===== config.mk =====
export PLATFORM = sky130hd
export DESIGN_NAME = uart_encoder
export DESIGN_NICKNAME = d
export VERILOG_FILES = /design/src/rtl/uart_encoder.sv
export SDC_FILE = /design/constraint.sdc
export NUM_CORES = 1
export LEC_CHECK = 0
export ABC_AREA = 0
export CELL_PAD_IN_SITES_DETAIL_PLACEMENT = 1
export CELL_PAD_IN_SITES_GLOBAL_PLACEMENT = 1
export CORE_MARGIN = 1.5
export CORE_UTILIZATION = 45
export DETAILED_ROUTE_END_ITERATION = 8
export GPL_ROUTABILITY_DRIVEN = 0
export PLACE_DENSITY = 0.73
export RECOVER_POWER = 100
export SYNTH_ARGS = -nofsm -noshare
export SYNTH_HDL_FRONTEND = slang
export SYNTH_SLANG_ARGS = --single-unit

===== constraint.sdc =====
create_clock -name clk -period 6.4 [get_ports clk]
set_input_delay 0.64 -clock clk [delete_from_list [all_inputs] [get_ports clk]]
set_output_delay 0.64 -clock clk [all_outputs]
set_load 0.05 [all_outputs]

===== src/rtl/uart_encoder.sv =====
// uart_encoder: byte-stream 8N1/8N2 UART transmitter, LSB first.
// Input FIFO with valid/ready, baud divider and frame FSM.
module uart_encoder #(
    parameter int CLK_FREQ_HZ = 50000000,
    parameter int BAUD        = 115200,
    parameter int FIFO_DEPTH  = 4,
    parameter int STOP_BITS   = 1
) (
    input  logic                          clk,
    input  logic                          rst,
    input  logic [7:0]                    i_data,
    input  logic                          i_valid,
    output logic                          o_ready,
    output logic                          o_tx,
    output logic                          o_busy,
    output logic [$clog2(FIFO_DEPTH):0]   o_level
);

    localparam int CPB = CLK_FREQ_HZ / BAUD;
    localparam int AW  = $clog2(FIFO_DEPTH);
    localparam int PW  = AW + 1;
    localparam int CW  = $clog2(CPB);

    localparam logic [CW-1:0] CNT_LAST  = CW'(CPB - 1);
    localparam logic [2:0]    STOP_LAST = 3'(STOP_BITS - 1);

    typedef enum logic [1:0] {
        S_IDLE,
        S_START,
        S_DATA,
        S_STOP
    } state_t;

    state_t          state_q, state_d;
    logic [CW-1:0]   cnt_q, cnt_d;
    logic [2:0]      bit_q, bit_d;
    logic [7:0]      shift_q, shift_d;
    logic [PW-1:0]   wr_q, wr_d;
    logic [PW-1:0]   rd_q, rd_d;
    logic            ready_q, ready_d;
    logic            tx_q, tx_d;
    logic            busy_q, busy_d;
    logic [7:0]      mem_q [FIFO_DEPTH];

    logic            empty;
    logic            full_d;
    logic            tick;
    logic            push;
    logic            pop;
    logic [7:0]      head;

    assign empty   = (wr_q == rd_q);
    assign tick    = (cnt_q == CNT_LAST);
    assign push    = i_valid && ready_q;
    assign head    = mem_q[rd_q[AW-1:0]];

    assign o_ready = ready_q;
    assign o_tx    = tx_q;
    assign o_busy  = busy_q;
    assign o_level = wr_q - rd_q;

    // Frame sequencing: next state, baud/bit counters, shifter, FIFO pop
    always_comb begin
        state_d = state_q;
        cnt_d   = cnt_q;
        bit_d   = bit_q;
        shift_d = shift_q;
        pop     = 1'b0;
        case (state_q)
            S_IDLE: begin
                cnt_d = '0;
                bit_d = '0;
                if (!empty) begin
                    pop     = 1'b1;
                    shift_d = head;
                    state_d = S_START;
                end
            end
            S_START: begin
                cnt_d = tick ? '0 : cnt_q + 1'b1;
                if (tick) begin
                    state_d = S_DATA;
                end
            end
            S_DATA: begin
                cnt_d = tick ? '0 : cnt_q + 1'b1;
                if (tick) begin
                    shift_d = {1'b0, shift_q[7:1]};
                    if (bit_q == 3'd7) begin
                        bit_d   = '0;
                        state_d = S_STOP;
                    end else begin
                        bit_d = bit_q + 1'b1;
                    end
                end
            end
            S_STOP: begin
                cnt_d = tick ? '0 : cnt_q + 1'b1;
                if (tick) begin
                    if (bit_q == STOP_LAST) begin
                        bit_d = '0;
                        if (!empty) begin
                            pop     = 1'b1;
                            shift_d = head;
                            state_d = S_START;
                        end else begin
                            state_d = S_IDLE;
                        end
                    end else begin
                        bit_d = bit_q + 1'b1;
                    end
                end
            end
            default: begin
                state_d = S_IDLE;
            end
        endcase
    end

    // FIFO pointers and registered ready (ready reflects the post-edge fill)
    always_comb begin
        wr_d    = wr_q + PW'(push);
        rd_d    = rd_q + PW'(pop);
        full_d  = (wr_d[AW] != rd_d[AW]) &&
                  (wr_d[AW-1:0] == rd_d[AW-1:0]);
        ready_d = !full_d;
    end

    // Line level and busy flag, one cycle behind the state that drives them
    always_comb begin
        tx_d   = 1'b1;
        busy_d = (state_q != S_IDLE) || !empty;
        case (state_q)
            S_START: tx_d = 1'b0;
            S_DATA:  tx_d = shift_q[0];
            default: tx_d = 1'b1;
        endcase
    end

    // State register; reset returns the line to idle and flushes the FIFO
    always_ff @(posedge clk) begin
        if (rst) begin
            state_q <= S_IDLE;
            cnt_q   <= '0;
            bit_q   <= '0;
            shift_q <= '0;
            wr_q    <= '0;
            rd_q    <= '0;
            ready_q <= 1'b0;
            tx_q    <= 1'b1;
            busy_q  <= 1'b0;
        end else begin
            state_q <= state_d;
            cnt_q   <= cnt_d;
            bit_q   <= bit_d;
            shift_q <= shift_d;
            wr_q    <= wr_d;
            rd_q    <= rd_d;
            ready_q <= ready_d;
            tx_q    <= tx_d;
            busy_q  <= busy_d;
        end
    end

    // FIFO storage; contents need no reset since pointers define validity
    always_ff @(posedge clk) begin
        if (push) begin
            mem_q[wr_q[AW-1:0]] <= i_data;
        end
    end

endmodule


==> summary.md <==
| Metric | Value |
|---|---|
| Status | finished, violations left |
| Failing checks | max-slew violations |
| WL final | 5530 um |
| Yosys reg bits | 63 |
| Reg clk slew, reported paths | 70 ps |
| Total negative setup slack | 0 ps |
| Post-CTS setup repair buffer count | 0 |
| Leading area contributor after synthesis | edfxtp_1 |
| Period utilization | 0.516 |
| Peak supply drop | 0.000178 V |
| Clock Tree Buf Depth | 2 |
| Worst setup path start | rd_q[0] |
| Nets@finish | 274 |
| Final-layout fill cell count | 669 |
| Clk_lat worst skew | 340 ps |
| CTS Root Cell | clkbuf_8 |
| Row Count | 29 |
| Initial DRC Count | 76 |
| Synth async-reset ratio | 0 |
| Total clock sinks | 63 |
| Max-Slew Margin vs Limit | -0.0804 |
| Hold buffers post-CTS | 0 |
| Remaining antenna violation count | 0 |
| Global Route Usage Sum | 0.178 |
| Maximum clock rate | 303 MHz |
| Post-synth top area share | 0.329 |
| Largest net degree at the start of global routing | 24 |
| Prevailing post-synth register cell | edfxtp_1 |
| Post-Syn Area | 0.00292 mm^2 |
| Xor/xnor cell area share of the yosys netlist | 0.0514 |
| Yosys cell types | 45 |
| Clock buffer count from CTS | 9 |
| Overall Power | 0.00116 W |
| Grt ovf | 0 |
| Crit path launch type | flip-flop |
| PortBufs | 16 |
| Synth warnings | 0 |
| Sequential cell area | 0.00158 mm^2 |
| Hpwl dp | 3870 um |
| Core region area | 0.00631 mm^2 |
| Setup Skew | 11.3 ps |
| RSZ-0062 raised after global routing | false |
| Initial antenna violation count | 0 |
| Post-cts gate resize count | 0 |
| Routed vias | 1798 |
| Starting Density | 0.463 |
| Synthesis-to-layout area growth | 11.9% |
| Max cap viols | 0 |
| Count of final setup violators | 0 |
| Remaining DRCs | 0 |
| Adder-Cell Fraction of Synth Area | 0.0754 |
| First-pass GRT wire length | 9530 um |
| EDFF count, synth | 32 |
| Share of cells above drive strength 1 | 0.131 |
| Drt pass-1 iters | 4 |
| Vias in the first global route | 1861 |
| Post-synthesis compound-gate area fraction | 0.0651 |
| H-tree depth | 3 |
| CP Max Fanout | 10 |
| Arr. time, crit path | 2660 ps |
| Leak | 1.19 nW |
| CTS tree | built |
| WL/cell | 16.9 um |
| Top cells by area, synth | edfxtp_1, dfxtp_1, ha_1 |
| Max-slew violations | 16 |
| Hold wc startpoint | cnt_q[0] |
| Crit path required time | 5760 ps |
| Non-Filler Instances | 328 |
| Sequential share of the synthesized area | 0.541 |
| Multiplexer share of the synthesized area | 0.0891 |
| FF-to-FF Start | state_q[0] |
| Pwr/cell area | 356 mW/mm^2 |
| Min-Delay Path Class | reg -> reg |
| CP Capture Type | primary output |
| Avg Cell Area, Syn | 13.0 um^2 |
| Chip Width | 83.6 um |
| Setup WS pre-CTS | 3460 ps |
| Worst Setup Slack, final | 3100 ps |
| Die ar. | 0.00698 mm^2 |
| Multi-input gate area | 0.00120 mm^2 |
| Antenna cell count | 0 |
| Final Hold Vio Count | 0 |
| Crit path time final | 3300 ps |
| Io pins | 17 |
| Syn Inst Count | 224 |
| Cell total after placement | 312 |
| Main combinational cell family by area after synthesis | simple AND/OR/NAND/NOR gates |
| Die Ht | 83.6 um |
| Slew @ Worst Pin | 1620 ps |
| Synth Area in Simple Gates | 0.144 |
| Crit Path Category | reg -> out |
| Vias per inst | 5.48 |
| Mapped Nets | 252 |
cell usage after synthesis, types with 2 or more instances:
| library cell | instances |
|---|---|
| nor2_1 | 16 |
| edfxtp_1 | 32 |
| and3_1 | 11 |
| mux4_2 | 8 |
| nor3_2 | 7 |
| or3_1 | 2 |
| nand4_1 | 3 |
| ha_1 | 16 |
| nand2_1 | 6 |
| xor2_1 | 3 |
| nor2b_1 | 5 |
| nand3_1 | 3 |
| nor3_1 | 3 |
| or3b_1 | 2 |
| xnor2_1 | 11 |
| buf_2 | 3 |
| buf_6 | 2 |
| clkbuf_1 | 2 |
| mux2i_1 | 8 |
| a21oi_1 | 14 |
| inv_1 | 13 |
| dfxtp_1 | 31 |
path summary, 6_finish.rpt:
kind           endpoint  slack (ps)  cells after the start
max          o_level[1]        3100                      4
min            cnt_q[0]         470                      1
max reg2reg  shift_q[5]        3180                      6
min reg2reg    cnt_q[0]         470                      1
through the flow:
stage	cell area, um^2	util	hold WS, ps
floorplan	2920	-	429
global placement	3150	0.499	448
detailed placement	3150	0.499	457
CTS	3320	0.527	473
global route	3270	0.518	502
finish	3270	0.518	468
critical path, cell delays in order, from the launching register on:
cell and delay [ps]:
dfxtp_1 700, ha_1 280, fa_1 410, inv_1 60, dlygate4sd3_1 880
area by class of cell:
cell class / count / area share
Timing Repair Buffer: 19 / 0.0524
Inverter: 13 / 0.0149
Tap cell: 77 / 0.0295
Sequential cell: 63 / 0.484
Clock inverter: 7 / 0.0149
Multi-Input combinational cell: 140 / 0.367
Clock buffer: 9 / 0.0379
state kept, by name (all words and copies together) (netlist names):
signal / cells
o_ready: 1
state_q: 2
shift_q: 8
wr_q: 3
mem_q: 32
o_busy: 1
bit_q: 3
cnt_q: 9
rd_q: 3
o_tx: 1
cells by family (layout without fill, tap and decap cells):
group | count (synthesis) | count (layout)
simple gates | 66 | 66
flops | 63 | 63
compound gates | 26 | 26
buf+inv | 21 | 48
fa+ha+maj | 17 | 17
mux | 16 | 16
xor+xnor | 15 | 15
placed cells by master, fill, tap and decap left out, types with 2 or more instances in the layout:
cell type / netlist / final
nor3_2: 7 / 2
or3_1: 2 / 2
xnor2_1: 11 / 11
xor2_1: 3 / 3
clkbuf_1: 2 / 3
nor2_1: 16 / 16
clkbuf_8: 0 / 9
dlygate4sd3_1: 0 / 16
nor3_1: 3 / 8
edfxtp_1: 32 / 32
mux2i_1: 8 / 8
a221oi_1: 1 / 2
nand4_1: 3 / 3
and3_1: 11 / 11
dfxtp_1: 31 / 31
clkinvlp_4: 0 / 3
mux4_2: 8 / 8
a21oi_1: 14 / 14
inv_1: 13 / 13
nand2_1: 6 / 6
or3b_1: 2 / 2
nor2b_1: 5 / 5
nand3_1: 3 / 3
ha_1: 16 / 16
routing by layer:
layer	vias to the layer above	part of all wire	track usage	wire length [um]
met4	0	0.011	0.0671	59
met1	895	0.46	0.226	2550
met2	27	0.50	0.291	2770
li1	870	-	-	-
met3	6	0.028	0.0504	153
met5	-	0	0	0
report_power, final:
part / switching, W / internal [W]
Sequential: 0.0000318 / 0.000463
Clock: 0.000161 / 0.000140
Combinational: 0.000211 / 0.000157
Power figures use the tool's default switching activity.
